$ cat src/rtl/maze_cell_to_pixel_if.sv
// ============================================================================
//  Module   : maze_cell_to_pixel_if
//  Brief    : Cell-request handshake between game control and the cell mapper.
//  Revision : 1.0  initial release
// ============================================================================
`default_nettype none

interface maze_cell_to_pixel_if;
  logic       req_valid;
  logic       req_ready;
  logic [7:0] req_row;
  logic [7:0] req_col;

  modport master (
    output req_valid,
    output req_row,
    output req_col,
    input  req_ready
  );

  modport slave (
    input  req_valid,
    input  req_row,
    input  req_col,
    output req_ready
  );
endinterface

`default_nettype wire

$ cat src/rtl/maze_cell_to_pixel.sv
// ============================================================================
//  Module   : maze_cell_to_pixel
//  Brief    : Converts a requested maze cell into a target pixel by repeated
//             addition, then walks the sprite there one pixel per move_tick.
//  Revision : 1.0  initial release
// ============================================================================
`default_nettype none

module maze_cell_to_pixel #(
  parameter int SF       = 60,
  parameter int S_X      = 150,
  parameter int S_Y      = 34,
  parameter int NUM_ROWS = 8,
  parameter int NUM_COLS = 8
) (
  input  wire logic              clk,
  input  wire logic              rst_n,
  maze_cell_to_pixel_if.slave    req,
  input  wire logic              move_tick,
  output logic [9:0]             xpos,
  output logic [9:0]             ypos,
  output logic [3:0]             direction,
  output logic                   busy,
  output logic                   done,
  output logic                   err
);

  localparam logic [1:0] C_ST_IDLE  = 2'd0;
  localparam logic [1:0] C_ST_CALC  = 2'd1;
  localparam logic [1:0] C_ST_MOVE  = 2'd2;

  localparam logic [9:0] C_SF       = 10'(SF);
  localparam logic [9:0] C_S_X      = 10'(S_X);
  localparam logic [9:0] C_S_Y      = 10'(S_Y);
  localparam logic [7:0] C_NUM_ROWS = 8'(NUM_ROWS);
  localparam logic [7:0] C_NUM_COLS = 8'(NUM_COLS);

  localparam logic [3:0] C_DIR_LEFT  = 4'b0001;
  localparam logic [3:0] C_DIR_RIGHT = 4'b0010;
  localparam logic [3:0] C_DIR_UP    = 4'b0100;
  localparam logic [3:0] C_DIR_DOWN  = 4'b1000;

  logic [1:0] state_q, state_d;
  logic [7:0] row_q, row_d, col_q, col_d;
  logic [7:0] cnt_r_q, cnt_r_d, cnt_c_q, cnt_c_d;
  logic [9:0] tx_q, tx_d, ty_q, ty_d;
  logic [9:0] xpos_q, xpos_d, ypos_q, ypos_d;
  logic [3:0] dir_q, dir_d;
  logic       done_q, done_d, err_q, err_d;

  logic w_accept;
  logic w_in_range;

  assign w_accept   = req.req_valid && (state_q == C_ST_IDLE);
  assign w_in_range = (req.req_row < C_NUM_ROWS) && (req.req_col < C_NUM_COLS);

  always_comb begin
    state_d = state_q;
    row_d   = row_q;
    col_d   = col_q;
    cnt_r_d = cnt_r_q;
    cnt_c_d = cnt_c_q;
    tx_d    = tx_q;
    ty_d    = ty_q;
    xpos_d  = xpos_q;
    ypos_d  = ypos_q;
    dir_d   = dir_q;
    done_d  = 1'b0;
    err_d   = 1'b0;

    case (state_q)
      C_ST_IDLE: begin
        if (w_accept) begin
          if (w_in_range) begin
            row_d   = req.req_row;
            col_d   = req.req_col;
            tx_d    = C_S_X;
            ty_d    = C_S_Y;
            cnt_r_d = 8'd0;
            cnt_c_d = 8'd0;
            state_d = C_ST_CALC;
          end else begin
            err_d = 1'b1;
          end
        end
      end

      // Both axes accumulate in parallel, so latency follows the larger index.
      C_ST_CALC: begin
        if (cnt_c_q < col_q) begin
          tx_d    = tx_q + C_SF;
          cnt_c_d = cnt_c_q + 8'd1;
        end
        if (cnt_r_q < row_q) begin
          ty_d    = ty_q + C_SF;
          cnt_r_d = cnt_r_q + 8'd1;
        end
        if ((cnt_c_q == col_q) && (cnt_r_q == row_q)) begin
          state_d = C_ST_MOVE;
        end
      end

      C_ST_MOVE: begin
        if ((xpos_q == tx_q) && (ypos_q == ty_q)) begin
          done_d  = 1'b1;
          dir_d   = 4'b0000;
          state_d = C_ST_IDLE;
        end else if (move_tick) begin
          if (xpos_q != tx_q) begin
            if (xpos_q < tx_q) begin
              xpos_d = xpos_q + 10'd1;
              dir_d  = C_DIR_RIGHT;
            end else begin
              xpos_d = xpos_q - 10'd1;
              dir_d  = C_DIR_LEFT;
            end
          end else begin
            if (ypos_q < ty_q) begin
              ypos_d = ypos_q + 10'd1;
              dir_d  = C_DIR_DOWN;
            end else begin
              ypos_d = ypos_q - 10'd1;
              dir_d  = C_DIR_UP;
            end
          end
        end
      end

      default: begin
        state_d = C_ST_IDLE;
      end
    endcase
  end

  always_ff @(posedge clk or negedge rst_n) begin
    if (!rst_n) begin
      state_q <= C_ST_IDLE;
      row_q   <= 8'd0;
      col_q   <= 8'd0;
      cnt_r_q <= 8'd0;
      cnt_c_q <= 8'd0;
      tx_q    <= C_S_X;
      ty_q    <= C_S_Y;
      xpos_q  <= C_S_X;
      ypos_q  <= C_S_Y;
      dir_q   <= 4'b0000;
      done_q  <= 1'b0;
      err_q   <= 1'b0;
    end else begin
      state_q <= state_d;
      row_q   <= row_d;
      col_q   <= col_d;
      cnt_r_q <= cnt_r_d;
      cnt_c_q <= cnt_c_d;
      tx_q    <= tx_d;
      ty_q    <= ty_d;
      xpos_q  <= xpos_d;
      ypos_q  <= ypos_d;
      dir_q   <= dir_d;
      done_q  <= done_d;
      err_q   <= err_d;
    end
  end

  assign req.req_ready = (state_q == C_ST_IDLE);
  assign busy          = (state_q == C_ST_CALC) || (state_q == C_ST_MOVE);
  assign xpos          = xpos_q;
  assign ypos          = ypos_q;
  assign direction     = dir_q;
  assign done          = done_q;
  assign err           = err_q;

endmodule

`default_nettype wire
$ cat src/flat_wrapper.sv
// flat-port wrapper written by rule: the top's interface ports become plain ports
module maze_cell_to_pixel_flat 
#(
  parameter int SF       = 60,
  parameter int S_X      = 150,
  parameter int S_Y      = 34,
  parameter int NUM_ROWS = 8,
  parameter int NUM_COLS = 8
)
  (clk, rst_n, move_tick, xpos, ypos, direction, busy, done, err, req_req_valid, req_req_row, req_req_col, req_req_ready);
  maze_cell_to_pixel_if req_i ();
  input  wire logic clk;
  input  wire logic rst_n;
  input  wire logic move_tick;
  output logic [9:0] xpos;
  output logic [9:0] ypos;
  output logic [3:0] direction;
  output logic busy;
  output logic done;
  output logic err;
  input wire logic [$bits(req_i.req_valid)-1:0] req_req_valid;
  input wire logic [$bits(req_i.req_row)-1:0] req_req_row;
  input wire logic [$bits(req_i.req_col)-1:0] req_req_col;
  output wire logic [$bits(req_i.req_ready)-1:0] req_req_ready;
  assign req_i.req_valid = req_req_valid;
  assign req_i.req_row = req_req_row;
  assign req_i.req_col = req_req_col;
  assign req_req_ready = req_i.req_ready;
  maze_cell_to_pixel #(.SF(SF), .S_X(S_X), .S_Y(S_Y), .NUM_ROWS(NUM_ROWS), .NUM_COLS(NUM_COLS)) u_core (.clk(clk), .rst_n(rst_n), .req(req_i), .move_tick(move_tick), .xpos(xpos), .ypos(ypos), .direction(direction), .busy(busy), .done(done), .err(err));
endmodule
$ cat config.mk
export PLATFORM = sky130hd
export DESIGN_NAME = maze_cell_to_pixel_flat
export DESIGN_NICKNAME = d
export VERILOG_FILES = /design/src/rtl/maze_cell_to_pixel_if.sv /design/src/rtl/maze_cell_to_pixel.sv /design/src/flat_wrapper.sv
export SDC_FILE = /design/constraint.sdc
export NUM_CORES = 1
export LEC_CHECK = 0
export BUFFER_PORTS_ARGS = -buffer_cell sky130_fd_sc_hd__buf_2
export CORE_MARGIN = 2
export CORE_UTILIZATION = 55
export CTS_BUF_LIST = sky130_fd_sc_hd__clkbuf_4 sky130_fd_sc_hd__clkbuf_8
export DETAILED_ROUTE_END_ITERATION = 10
export PLACE_DENSITY = 0.75
export SYNTH_ARGS = -nofsm -noshare
export SYNTH_HDL_FRONTEND = slang
export SYNTH_SLANG_ARGS = --single-unit
$ cat constraint.sdc
create_clock -name clk -period 4 [get_ports clk]
set_input_delay 0.2 -clock clk [delete_from_list [all_inputs] [get_ports clk]]
set_output_delay 0.2 -clock clk [all_outputs]
set_load 0.01 [all_outputs]
After elaboration in Yosys (flattened, before gate mapping):

Cells that the tools add are included.

* bitwise logic cells: 2
* reductions and logical operators: 15
* equal/unequal tests: 13
* multiplexer cells: 31
* order comparisons: 6
* add/subtract/negate cells: 8

Operators with widths (number)
* 10-bit 2-to-1 mux: 8
* 10-bit one-hot mux with 2 select lines: 2
* 8-bit 2-to-1 mux: 4
* 8-bit one-hot mux with 2 select lines: 2
* 10-bit by 1-bit adder with 10-bit output, second input constant: 2
* 10-bit by 6-bit adder with 10-bit output, second input constant: 2
* 10-bit == test: 2
* 10-bit < comparator: 2
* 4-bit AND reduction: 5
* 10-bit by 1-bit subtractor with 10-bit output, second input constant: 2
* 8-bit by 1-bit adder with 8-bit output, second input constant: 2
* 8-bit == test: 2
* 8-bit by 4-bit < comparator with 1-bit output, second input constant: 2
* 8-bit < comparator: 2
* 4-bit 2-to-1 mux: 4
* 2-bit by 1-bit != test with 1-bit output, second input constant: 6
* 2-bit 2-to-1 mux: 5
* 10-bit != test: 1
* 2-bit one-hot mux with 3 select lines: 1
* 1-bit 2-to-1 mux: 5
* 1-bit logical AND: 4
* 2-bit nonzero test: 2
* 3-bit AND reduction: 1
* 2-bit by 1-bit == test with 1-bit output, second input constant: 1
* 5 further kinds: 6

* bits of input ports: 20
* flip-flop bits (word level): 80
* output and inout port bits: 28

Depth between registers and ports, before layout:

* depth after elaboration: 5
* mapped depth: 15

Least setup slack after synthesis:

Ideal clock, no wire load.

* path type: flip-flop to flip-flop
* start: reg u_core.tx_q[4]
* end: reg u_core.xpos_q[9] (netlist: u_core.xpos[9])
* required time: 3.873 ns
* data arrival time: 2.900 ns
* path slack: 0.973 ns
* period minus slack after synthesis: 3.027 ns
* stages on the path, launching flop included: 16
* cells stage by stage: dfstp_2 > inv_1 > ha_1 > a21oi_1 > nand2_1 > a211oi_1 > o21a_1 > inv_1 > ha_1 > nand3_1 > o2111ai_1 > nand2_1 > a21oi_1 > xor2_1 > nor2_1 > xor2_1

* word-level cells in the longest chain between the ends: 4
* elaborated cells on any way between the ends: 7
* those cells by class: order compare (1); eq/ne (2); mux (1); bitwise (1); reduce/logical (2)

RTL lines
* from (decl): RTL line maze_cell_to_pixel.sv:46 `logic [9:0] tx_q, tx_d, ty_q, ty_d;`
* from (signal assigned): RTL line maze_cell_to_pixel.sv:155 `tx_q <= tx_d;`
* branches (longest 4 deep; another with 10-bit < comparator)
* to (signal assigned): RTL line maze_cell_to_pixel.sv:157 `xpos_q <= xpos_d;`
* to (decl): RTL line maze_cell_to_pixel.sv:47 `logic [9:0] xpos_q, xpos_d, ypos_q, ypos_d;`

Several ways; the timed one is not identified.
A chain may end at the register's enable or synchronous reset.

Final worst setup path:

* start: reg u_core.ty_q[5]
* end: reg u_core.ypos_q[8] (netlist: u_core.ypos[8])

* word-level cells in the longest chain between the ends: 4
* elaborated cells on any way between the ends: 6
* those cells by class: order compare (1); eq/ne (1); mux (1); bitwise (1); reduce/logical (2)

RTL lines
* from (decl): RTL line maze_cell_to_pixel.sv:46
* from (signal assigned): RTL line maze_cell_to_pixel.sv:156 `ty_q <= ty_d;`
* branches (longest 4 deep; another with 10-bit < comparator)
* to (signal assigned): RTL line maze_cell_to_pixel.sv:158 `ypos_q <= ypos_d;`
* to (decl): RTL line maze_cell_to_pixel.sv:47

Several ways; the timed one is not identified.

==> impl_metrics.ini <==
[clock_network]
numClockSinks = 77
cts_hold_buf = 0
numCtsBuffers = 9
insertion_delay_ps = 360
h-tree-depth = 3
clockBufferDepth = 2
cts_resized = 0
postCtsSetupBuffers = 0
cts-root-buf = clkbuf_8
clk_pin_slew_ps = 90
tritoncts = yes

[route]
wl_met2_um = 4900
dr.pass1.iters = 4
wl_met3_um = 260
drcViolationCount = 0
top_layer = met4
drtIter0Drc = 144
routed_wl_um = 9910
wire_per_inst_um = 14.6
via_per_inst = 5.57
wirelength_met1_um = 4610
ant_nets = 0
route.vias.total = 3781

[global_routing]
grt.total_usage_pct = 22.4
grt_pass1_vias = 3850
grt_start_max_net_pins = 78
antenna_found_initial = 0
grt_pass1_wl_um = 17600
grt-ovfl-total = 0

[timing]
tns_ps = 0
holdWs_ps = -21.5
rsz0062_at_grt = false
max_freq_mhz = 293
fin_crit_sh_pct = 85.5
drv_slew = 0
relSlewSlack_pct = 36.1
min_period_ps = 3420
setup_viol_count_final = 0
tightest_slew_ps = 958
hold_violations = 8
final.setup_skew_ps = 12.7

[placement]
gp_congestion = 0.875
detailed_place_hpwl_um = 7380
io_buffer_count = 47

[worst_setup_path]
path_max_fanout = 9
rrSetupSlack_ps = 580
crit_top_cell = o21ai_0
cp_cell_sequence = inv_1, ha_1, nand2_1, nor3_1, o21ai_0, o211a_1, inv_1, ha_1, nor2b_1, o21ai_0, a21oi_1, o41ai_1, xor2_1, o21ai_0
cpLargestDelayFamily = compound AO/OA/AOI/OAI gates
arrival_ps = 3630
slowest_delay_ps = 550
critPathBufInv = 2
critPathKind = flop to flop
cp_slowest_cell = dfstp_2
critPathLaunchType = flop
worstPathRequired_ps = 4210
endpoint_kind = flop

[yosys]
seq_area_frac_synth_pct = 40.1
ys.flop_type = dfrtp_1
synth_area_per_cell_sq_um = 9.35
ys_types = 47
netlist_instances = 518
synth_edf_count = 0
ys_ff_latch = 77
synthArstFlopShare_pct = 100
yosys_warnings = 0
syn_nets = 597
synth_area_sq_mm = 0.00484

[final_layout]
area_delta_synth_final_pct = 12.4
multi_input_comb_area_sq_mm = 0.00266
layout-drive-gt1-share_pct = 15.4
n_antenna_cell = 0
layout.nets = 645
fillCellCount = 740
layout.area.seq_sq_mm = 0.00194
final_cell_mix = dfrtp_1 (66), ha_1 (57), inv_1 (52)
final_common_cell = dfrtp_1

[outcome]
outcome = finished with violations
violations = negative hold slack

[floorplanning]
io_pins = 48
coreArea_sq_mm = 0.00864
die_h_um = 97.8
dieArea_sq_mm = 0.00957
initial_core_util_pct = 56.1
row_count = 34
die_x_um = 97.8

[power_and_ir_drop]
p_clk_share_pct = 27.0
intPower_mw = 1.79
power_mw = 2.77
p_switching_uw = 982
p_per_area_mw_per_mm2 = 508
switching_share_pct = 35.5
cellLeakagePower_nw = 2.51
ir_drop_mv = 0.679
sequentialPowerShare_pct = 34.7
pwr-share-comb_pct = 38.3

[job]
maxCapViolCount = 0

[min_path]
hold_class = input pin to async pin
[worst paths after layout]
check	start	endpoint	cells after the start
max	u_core.ty_q[5]$_DFFE_PN1P_	u_core.ypos[8]$_DFFE_PN0P_	14
min	rst_n	u_core.ypos[6]$_DFFE_PN0P_	1
max reg2reg	u_core.ty_q[5]$_DFFE_PN1P_	u_core.ypos[8]$_DFFE_PN0P_	14
min reg2reg	u_core.col_q[5]$_DFFE_PN0P_	u_core.col_q[5]$_DFFE_PN0P_	1
max in group asynchronous	rst_n	u_core.tx_q[5]$_DFFE_PN0P_	1
min in group clk	req_req_row[0]	u_core.row_q[0]$_DFFE_PN0P_	2
[stage by stage]
stage / std cells / setup WS [ps] / hold slack, ps / cell area (sq um) / util [%]
2_1_floorplan: 518 / 973 / -95.6 / 4840 / -
3_3_place_gp: 663 / 663 / 417 / 5190 / 60.1
3_5_place_dp: 663 / 605 / 427 / 5190 / 60.1
4_1_cts: 679 / 584 / 33.0 / 5440 / 63.0
5_1_grt: 679 / 193 / 48.9 / 5440 / 63.0
6_report: 679 / 582 / -21.5 / 5440 / 63.0
[Yosys cell counts (all sizes together), types with 2 or more instances]
cell / count / share of area, %
nor2: 27 / 2.1
or4: 8 / 1.3
dfrtp: 66 / 34
nor4: 5 / 1.3
xor2: 13 / 2.4
xnor2: 9 / 1.6
o21ai: 44 / 4.5
mux2: 8 / 1.9
nand4: 11 / 1.4
dfstp: 11 / 6.0
nand2: 51 / 4.0
nand2b: 7 / 0.90
a21o: 5 / 0.78
and3: 2 / 0.26
clkbuf: 12 / 0.93
o41ai: 4 / 0.72
mux2i: 5 / 1.0
a21oi: 29 / 3.0
nor2b: 5 / 0.65
nand3: 17 / 1.8
o31ai: 13 / 2.0
a211oi: 6 / 0.93
and4: 2 / 0.36
fa: 2 / 0.83
o21a: 5 / 0.78
ha: 57 / 15
inv: 52 / 4.0
or3: 12 / 1.5
and2: 11 / 1.4
nor3: 7 / 0.72
[layout make-up]
| class | count | share of cell area (%) |
|---|---|---|
| sequential | 77 | 35.6 |
| clock inverter | 5 | 1.95 |
| inverter | 52 | 3.59 |
| tap | 108 | 2.48 |
| multi-input combinational | 377 | 48.9 |
| clock buffer | 11 | 2.78 |
| timing repair buffer | 49 | 4.64 |
[registers in the layout, summed over array words and instances (netlist names)]
signal            count
u_core.cnt_r_q        8
u_core.ypos          10
u_core.cnt_c_q        8
u_core.col_q          8
u_core.direction      4
u_core.done           1
u_core.xpos          10
u_core.ty_q           9
u_core.state_q        2
u_core.err            1
u_core.row_q          8
u_core.tx_q           8
[kinds of logic (layout without fill, tap and decap cells)]
family,count (synthesis),count (layout),synth area share [%]
adders and majority gates,59,59,15.6
AOI/OAI and AO/OA,117,117,14.7
xor gates and xnor gates,22,22,3.98
and+or+nand+nor,166,166,17.8
DFF,77,77,40.1
buffers and inverters,64,117,4.96
muxes,13,13,2.97
[power by group through the flow]
stage | Clock, mW | Combinational, mW | Sequential (mW)
after floorplan | 0 | 0.765 | 0.985
after global placement | 0 | 1.01 | 0.975
after detailed placement | 0 | 1.05 | 0.975
after CTS | 0.766 | 1.06 | 0.961
after global routing | 0.801 | 1.23 | 0.973
final | 0.747 | 1.06 | 0.961
[metal layers]
| metal | vias up | track usage, % |
|---|---|---|
| met3 | 14 | 3.65 |
| li1 | 1922 | - |
| met4 | 0 | 6.73 |
| met5 | - | 0 |
| met2 | 52 | 37.2 |
| met1 | 1793 | 30.3 |
No activity file was read; power rests on OpenSTA's default activity.
